### src/rtl/vga_scanout.sv
// vga_scanout: read side of the 160x120 3-bit framebuffer.
// Generates 640x480@60 VGA timing from a 50 MHz clock (25 MHz pixel tick),
// fetches one framebuffer pixel per 4x4 screen block and drives the DAC pins.
// Pins lag the raster counters by two pixel ticks; sync and colour stay aligned.
module vga_scanout #(
    parameter int H_VISIBLE = 640,
    parameter int H_FRONT   = 16,
    parameter int H_SYNC    = 96,
    parameter int H_BACK    = 48,
    parameter int V_VISIBLE = 480,
    parameter int V_FRONT   = 10,
    parameter int V_SYNC    = 2,
    parameter int V_BACK    = 33,
    parameter int ADDR_W    = 15
) (
    input  logic              clock,
    input  logic              reset,
    output logic [ADDR_W-1:0] rd_addr,
    input  logic [2:0]        rd_data,
    output logic [3:0]        VGA_R,
    output logic [3:0]        VGA_G,
    output logic [3:0]        VGA_B,
    output logic              VGA_HS,
    output logic              VGA_VS,
    output logic              VGA_BLANK,
    output logic              frame_start
);

    localparam int H_TOTAL = H_VISIBLE + H_FRONT + H_SYNC + H_BACK;
    localparam int V_TOTAL = V_VISIBLE + V_FRONT + V_SYNC + V_BACK;
    localparam int H_W     = $clog2(H_TOTAL);
    localparam int V_W     = $clog2(V_TOTAL);

    localparam logic [H_W-1:0] H_LAST   = H_W'(H_TOTAL - 1);
    localparam logic [H_W-1:0] H_VIS    = H_W'(H_VISIBLE);
    localparam logic [H_W-1:0] HS_FIRST = H_W'(H_VISIBLE + H_FRONT);
    localparam logic [H_W-1:0] HS_LAST  = H_W'(H_VISIBLE + H_FRONT + H_SYNC - 1);
    localparam logic [V_W-1:0] V_LAST   = V_W'(V_TOTAL - 1);
    localparam logic [V_W-1:0] V_VIS    = V_W'(V_VISIBLE);
    localparam logic [V_W-1:0] VS_FIRST = V_W'(V_VISIBLE + V_FRONT);
    localparam logic [V_W-1:0] VS_LAST  = V_W'(V_VISIBLE + V_FRONT + V_SYNC - 1);

    logic              pix_en;
    logic [H_W-1:0]    h_cnt;
    logic [V_W-1:0]    v_cnt;

    logic              vis;
    logic              hs_n;
    logic              vs_n;
    logic [ADDR_W-1:0] fb_x;
    logic [ADDR_W-1:0] fb_y;
    logic [ADDR_W-1:0] addr_next;

    logic              vis_d1;
    logic              hs_d1;
    logic              vs_d1;

    // Pixel tick: high on alternate clocks, first high on the second edge after reset.
    always_ff @(posedge clock or posedge reset) begin
        if (reset) begin
            pix_en <= 1'b0;
        end else begin
            pix_en <= ~pix_en;
        end
    end

    // Raster counters: h wraps at H_TOTAL-1 and carries into v, which wraps at V_TOTAL-1.
    always_ff @(posedge clock or posedge reset) begin
        if (reset) begin
            h_cnt <= '0;
            v_cnt <= '0;
        end else if (pix_en) begin
            if (h_cnt == H_LAST) begin
                h_cnt <= '0;
                if (v_cnt == V_LAST) begin
                    v_cnt <= '0;
                end else begin
                    v_cnt <= v_cnt + 1'b1;
                end
            end else begin
                h_cnt <= h_cnt + 1'b1;
            end
        end
    end

    // Stage 0 decode: visibility, sync windows and the y*160+x address (shift-add, no multiplier).
    always_comb begin
        vis       = (h_cnt < H_VIS) && (v_cnt < V_VIS);
        hs_n      = !((h_cnt >= HS_FIRST) && (h_cnt <= HS_LAST));
        vs_n      = !((v_cnt >= VS_FIRST) && (v_cnt <= VS_LAST));
        fb_x      = ADDR_W'(h_cnt >> 2);
        fb_y      = ADDR_W'(v_cnt >> 2);
        addr_next = (fb_y << 7) + (fb_y << 5) + fb_x;
    end

    // Stage 1: issue the RAM read (held during blanking) and delay the decoded controls.
    always_ff @(posedge clock or posedge reset) begin
        if (reset) begin
            rd_addr <= '0;
            vis_d1  <= 1'b0;
            hs_d1   <= 1'b1;
            vs_d1   <= 1'b1;
        end else if (pix_en) begin
            vis_d1 <= vis;
            hs_d1  <= hs_n;
            vs_d1  <= vs_n;
            if (vis) begin
                rd_addr <= addr_next;
            end
        end
    end

    // Stage 2: capture RAM data one tick later, replicate each bit to 4, force black in blanking.
    always_ff @(posedge clock or posedge reset) begin
        if (reset) begin
            VGA_R     <= '0;
            VGA_G     <= '0;
            VGA_B     <= '0;
            VGA_HS    <= 1'b1;
            VGA_VS    <= 1'b1;
            VGA_BLANK <= 1'b0;
        end else if (pix_en) begin
            VGA_R     <= vis_d1 ? {4{rd_data[2]}} : '0;
            VGA_G     <= vis_d1 ? {4{rd_data[1]}} : '0;
            VGA_B     <= vis_d1 ? {4{rd_data[0]}} : '0;
            VGA_HS    <= hs_d1;
            VGA_VS    <= vs_d1;
            VGA_BLANK <= vis_d1;
        end
    end

    // Start-of-vblank marker, taken straight from the counters on the advancing clock.
    always_comb begin
        frame_start = pix_en && (h_cnt == '0) && (v_cnt == V_VIS);
    end

endmodule

### config.mk
export PLATFORM = sky130hd
export DESIGN_NAME = vga_scanout
export DESIGN_NICKNAME = d
export VERILOG_FILES = /design/src/rtl/vga_scanout.sv
export SDC_FILE = /design/constraint.sdc
export NUM_CORES = 1
export LEC_CHECK = 0
export BUFFER_PORTS_ARGS = -buffer_cell sky130_fd_sc_hd__buf_2
export CORE_MARGIN = 10
export CORE_UTILIZATION = 31
export CTS_CLUSTER_DIAMETER = 60
export DETAILED_ROUTE_END_ITERATION = 10
export GPL_TIMING_DRIVEN = 1
export PLACE_DENSITY = 0.52
export SLEW_MARGIN = 20
export SYNTH_ARGS = -nofsm -noshare
export SYNTH_HDL_FRONTEND = slang
export SYNTH_SLANG_ARGS = --single-unit
export TNS_END_PERCENT = 5
### constraint.sdc
create_clock -name clock -period 4.38 [get_ports clock]
set_input_delay 0.657 -clock clock [delete_from_list [all_inputs] [get_ports clock]]
set_output_delay 0.657 -clock clock [all_outputs]
set_load 0.01 [all_outputs]
# [Yosys cells after proc, flatten, opt, wreduce, memory -nomap -nowiden]
# Cells that the tools add are included.
[totals] register_bits=54 input_bits=5 out_inout_bits=31
[op_classes] n_addsub=4 magnitude_cmp=6 n_eq_ne=3 mux=5 bitwise_logic=1 n_reduce_logical=10
[op_table] op="$add A10 B1 Y10 const B" n=2
[op_table] op="$eq A10 B10 Y1 const B" n=2
[op_table] op="$mux W10" n=2
[op_table] op="$add A15 B13 Y15" n=1
[op_table] op="$add A15 B8 Y15" n=1
[op_table] op="$mux W4" n=3
[op_table] op="$eq A10 B9 Y1 const B" n=1
[op_table] op="$ge A10 B10 Y1 const B" n=1
[op_table] op="$ge A10 B9 Y1 const B" n=1
[op_table] op="$le A10 B10 Y1 const B" n=1
[op_table] op="$le A10 B9 Y1 const B" n=1
[op_table] op="$logic_not A10 Y1" n=1
[op_table] op="$lt A10 B10 Y1 const B" n=1
[op_table] op="$lt A10 B9 Y1 const B" n=1
[op_table] op="$logic_and A1 B1 Y1" n=5
[op_table] op="$reduce_and A2 Y1" n=2
[op_table] op="$logic_not A1 Y1" n=2
[op_table] op="$not A1 Y1" n=1

# [Logic depth before layout (Yosys ltp)]
[depth] depth_word=3 mapped_depth=8 mapped_depth_nobuf=8

# [Least setup slack after synthesis]
# Ideal clock, no wire load.
[synth_timing] path_type="register -> register" startpoint="register h_cnt[9]" endpoint="register rd_addr[11]" setup_time_ps=69 arrival_ps=2202 required_time_ps=4311 slack_ps=2108 path_stages_with_launch=9 period_less_slack_ps=2272 path_cell_list="dfrtp_1 > inv_1 > fa_1 > inv_1 > ha_1 > a211oi_1 > o21a_1 > or4_1 > nand3_1"
[synth_between] elab_chain_len=3 elab_cells_between_ends=4 classes_between="1 x add/sub; 1 x order compare; 2 x reduce/logical"
[synth_lines] item="start: declaration" line_no="44" rtl="logic [H_W-1:0] h_cnt;"
[synth_lines] item="start signal: assignment" line_no="81" rtl="h_cnt <= h_cnt + 1'b1;"
[synth_lines] item="$lt A10 B10 Y1" line_no="88" rtl="vis = (h_cnt < H_VIS) && (v_cnt < V_VIS);"
[synth_lines] item="$logic_and A1 B1 Y1" line_no="88"
[synth_lines] item="$reduce_and A2 Y1 (no source line)"
[synth_lines] item="end signal: assignment" line_no="108" rtl="rd_addr <= addr_next;"
[synth_lines] item="end: declaration" line_no="18" rtl="output logic [ADDR_W-1:0] rd_addr,"
# Parallel ways exist; a longest one is shown, timed or not.
# A chain may end at the register's enable or synchronous reset.

# [Final worst setup path]
[layout_timing] startpoint="register pix_en" endpoint="output port frame_start"
[layout_between] elab_chain_len=2
[layout_lines] item="start: declaration" line_no="43" rtl="logic pix_en;"
[layout_lines] item="start signal: assignment" line_no="63" rtl="pix_en <= ~pix_en;"
[layout_lines] item="$logic_and A1 B1 Y1 (2 in a row)" line_no="134" rtl="frame_start = pix_en && (h_cnt == '0) && (v_cnt == V_VIS);"
[layout_lines] item="end: declaration" line_no="26" rtl="output logic frame_start"
# No other way between the ends.

==> flow_metrics.tcl <==
set metrics [dict create \
    largest_net_degree_at_the_start_of_global_routing 46 \
    ctsHtreeMaxLevel 2 \
    cellLeakagePower_nw 1.395 \
    critPathTopFamily "flip-flops" \
    crit_path_max_fanout 21 \
    initial_utilization 0.3168 \
    setup.worst_path.class "reg -> out" \
    hold_path_cells 2 \
    rsz0062_at_grt "no" \
    finalInstanceArea_um2 2884 \
    slew_headroom 0.3712 \
    design.die.area_um2 12410 \
    post_drt_wl_per_cell_um 13.75 \
    first_drt_iteration_drcs 132 \
    critical_path_cell_count 4 \
    dominantRegCellSynth "sky130_fd_sc_hd__dfrtp_1" \
    clock_insertion_delay_worst_skew_ps 310 \
    insertedDiodeCount 0 \
    critical_path.cell_chain "nand2b_1 -> nand4b_1 -> nor2_1 -> buf_2" \
    fp.coreArea_um2 8175 \
    globalRouteOverflowTotal 0 \
    setup_viol 0 \
    outcome "finished, final reports clean" \
    p_per_area_nw_per_um2 245.8 \
    ios 36 \
    grt_antenna_before_repair 0 \
    drt_wirelength_mm 5.512 \
    cts_hold_buf 0 \
    drtPass1Iterations 4 \
    synthArstFlopShare 1.000 \
    synth_sequential_area_ratio 0.4367 \
    yosys_warnings 0 \
    yosys_reg_bits 45 \
    post_cts_resize_count 0 \
    ant_nets 0 \
    globalRouteTotalUtil 0.08779 \
    fp.dieW_um 111.4 \
    worst_pin_slew_ps 941.8 \
    placed_cell_area_um2 2794 \
    avgViaCountPerCell 4.858 \
    sum_of_buffers_and_inverters_on_the_critical_path 1 \
    synth-edff-count 0 \
    final.setup.worst_slack_ps 1892 \
    floorplan.rows 33 \
    pre_cts_ws_ps 1945 \
    maxClockFrequency_mhz 401.9 \
    core_util_final 0.3528 \
    finClkSkew_ps 5.533 \
    worst_setup_hold_path_clk_slew_ps 90 \
    final.hold.worst_slack_ps 475.2 \
    vias 1948 \
    area_of_combinational_cells_with_multiple_inputs_um2 1255 \
    first_global_vias 1878 \
    cts_setup_buffers 0 \
    grt_pass1_wl_mm 9.370 \
    hpwl_after_dpl_mm 4.109 \
    netlist-cell-type-count 47 \
    synth.avg_cell_area_um2 9.593 \
    critical_path.slowest_cell "sky130_fd_sc_hd__dfrtp_1" \
    worstSetupEndpointType "output pin" \
    period_needed_ps 2488 \
    cts_bufs_inserted 5 \
    area_growth_pct 11.35 \
    drc 0 \
    finalHoldViolCount 0 \
    syn_inst 270 \
    post_synth_instance_area_um2 2590 \
    gp_congestion 0.8019 \
    ff_latch_area_um2 1131 \
    die_h_um 111.4 \
    post_route_cells_drive_above_1_share 0.2061 \
    cts.sinks 45 \
    cts.root.buffer_cell "sky130_fd_sc_hd__clkbuf_8" \
    critPathLaunchType "flip-flop" \
    hold_path.class "reg -> reg" \
    crit_path_max_incr_delay_ps 780 \
    fillCellCount 835 \
    timing.final.crit_share 0.5681 \
    cts_tree "built" \
    critPathRequiredTime_ps 3720 \
    max-vdd-ir-drop_v 0.00009347 \
    buffer_ports.inserted 35 \
    syn-num-nets 296 \
    final_max_slew_viol_count 0 \
    critical_path_arrival_ps 1830 \
    ff2ff_path_depth 8 \
    cap_violations 0 \
    clock_path_buffers 2 \
    totalNegativeSetupSlack_ps 0 \
    design.final.nets 321 \
]
## power by group
group | internal (mW) | total (mW) | switching [mW]
logic | 0.00592 | 0.0202 | 0.0143
clock network | 0.113 | 0.271 | 0.157
registers | 0.417 | 0.418 | 0.00137
total | 0.536 | 0.709 | 0.173
## path summary, 6_finish.rpt
path                                   startpoint                 endpoint  slack (ps)
max                              pix_en$_DFF_PP0_              frame_start        1890
min                        rd_addr[6]$_DFFE_PP0P_   rd_addr[6]$_DFFE_PP0P_         480
max reg2reg                  h_cnt[9]$_DFFE_PP0P_  rd_addr[11]$_DFFE_PP0P_        1950
min reg2reg                rd_addr[6]$_DFFE_PP0P_   rd_addr[6]$_DFFE_PP0P_         480
max in group asynchronous                   reset     v_cnt[8]$_DFFE_PP0P_        3240
min in group asynchronous                   reset     VGA_R[2]$_DFFE_PP0P_         560
## sequential cells by signal, summed over array words and instances, names as in the netlist
name and flops:
VGA_B 1, VGA_BLANK 1, VGA_G 1, VGA_HS 1, VGA_R 1, VGA_VS 1, h_cnt 10, hs_d1 1
pix_en 1, rd_addr 15, v_cnt 10, vis_d1 1, vs_d1 1
## logic make-up after synthesis
group,Yosys count,synth area share
simple gates,101,0.2024
flops,45,0.4367
compound gates,44,0.1106
buf+inv,42,0.07873
fa+ha+maj,21,0.1072
xor+xnor,12,0.04348
mux,5,0.02077
## worst min-delay path: stages, from the launching register on
cell and delay [ps]:
sky130_fd_sc_hd__dfrtp_1 350, sky130_fd_sc_hd__nand2_1 50, sky130_fd_sc_hd__nand2_1 50
## Yosys cell counts (3+ instances only)
cell type / n / area [µm²]
sky130_fd_sc_hd__dfrtp_1: 41 / 1026
sky130_fd_sc_hd__nand2_1: 35 / 131.4
sky130_fd_sc_hd__inv_1: 23 / 86.33
sky130_fd_sc_hd__ha_1: 19 / 237.7
sky130_fd_sc_hd__nor2_1: 16 / 60.06
sky130_fd_sc_hd__o21ai_0: 14 / 70.07
sky130_fd_sc_hd__nand3_1: 11 / 55.05
sky130_fd_sc_hd__nand4_1: 11 / 68.82
sky130_fd_sc_hd__buf_4: 9 / 67.56
sky130_fd_sc_hd__xnor2_1: 8 / 70.07
sky130_fd_sc_hd__a21oi_1: 6 / 30.03
sky130_fd_sc_hd__o211ai_1: 5 / 37.54
sky130_fd_sc_hd__a211oi_1: 4 / 30.03
sky130_fd_sc_hd__clkbuf_1: 4 / 15.01
sky130_fd_sc_hd__dfstp_2: 4 / 105.1
sky130_fd_sc_hd__nor3_1: 4 / 20.02
sky130_fd_sc_hd__o21a_1: 4 / 30.03
sky130_fd_sc_hd__a21o_1: 3 / 22.52
sky130_fd_sc_hd__buf_2: 3 / 15.01
sky130_fd_sc_hd__mux2_2: 3 / 33.78
sky130_fd_sc_hd__nor4_1: 3 / 18.77
sky130_fd_sc_hd__or3_1: 3 / 18.77
sky130_fd_sc_hd__xor2_1: 3 / 26.28
## metal layers
layer  vias to the layer above  track usage  wire length (µm)
met4                         0      0.03342                75
met2                        23       0.1407              2574
met1                       926       0.1137              2669
met5                         -            0                 0
met3                         8      0.01771               193
li1                        991            -                 -
## metrics by stage
stage	cells	power (mW)
after floorplan	270	0.4429
after global placement	393	0.4479
after detailed placement	393	0.4479
after CTS	401	0.7187
after global routing	401	0.7411
final	401	0.7089
## cell usage in the layout, fill, tap and decap left out, types with 3 or more instances in the layout
master	synthesis	routed
sky130_fd_sc_hd__o211ai_1	5	5
sky130_fd_sc_hd__a21o_1	3	3
sky130_fd_sc_hd__a211oi_1	4	4
sky130_fd_sc_hd__nand3_1	11	11
sky130_fd_sc_hd__nand2_1	35	35
sky130_fd_sc_hd__dfstp_2	4	4
sky130_fd_sc_hd__buf_2	3	35
sky130_fd_sc_hd__dfrtp_1	41	41
sky130_fd_sc_hd__nand4_1	11	11
sky130_fd_sc_hd__o21a_1	4	4
sky130_fd_sc_hd__nor4_1	3	3
sky130_fd_sc_hd__or3_1	3	3
sky130_fd_sc_hd__a21oi_1	6	6
sky130_fd_sc_hd__mux2_2	3	3
sky130_fd_sc_hd__inv_1	23	22
sky130_fd_sc_hd__nor2_1	16	16
sky130_fd_sc_hd__clkbuf_8	0	5
sky130_fd_sc_hd__o21ai_0	14	14
sky130_fd_sc_hd__xor2_1	3	3
sky130_fd_sc_hd__ha_1	19	19
sky130_fd_sc_hd__xnor2_1	8	8
sky130_fd_sc_hd__nor3_1	4	4
## final cells by class
| class | instances | share of cell area |
|---|---|---|
| well taps | 105 | 0.04555 |
| clock inverters | 3 | 0.007375 |
| clock buffers | 5 | 0.02386 |
| multi-input cells | 183 | 0.4351 |
| flip-flops and latches | 45 | 0.3922 |
| inverters | 23 | 0.02993 |
| repair buffers | 37 | 0.06594 |
No activity file was read; power rests on OpenSTA's default activity.
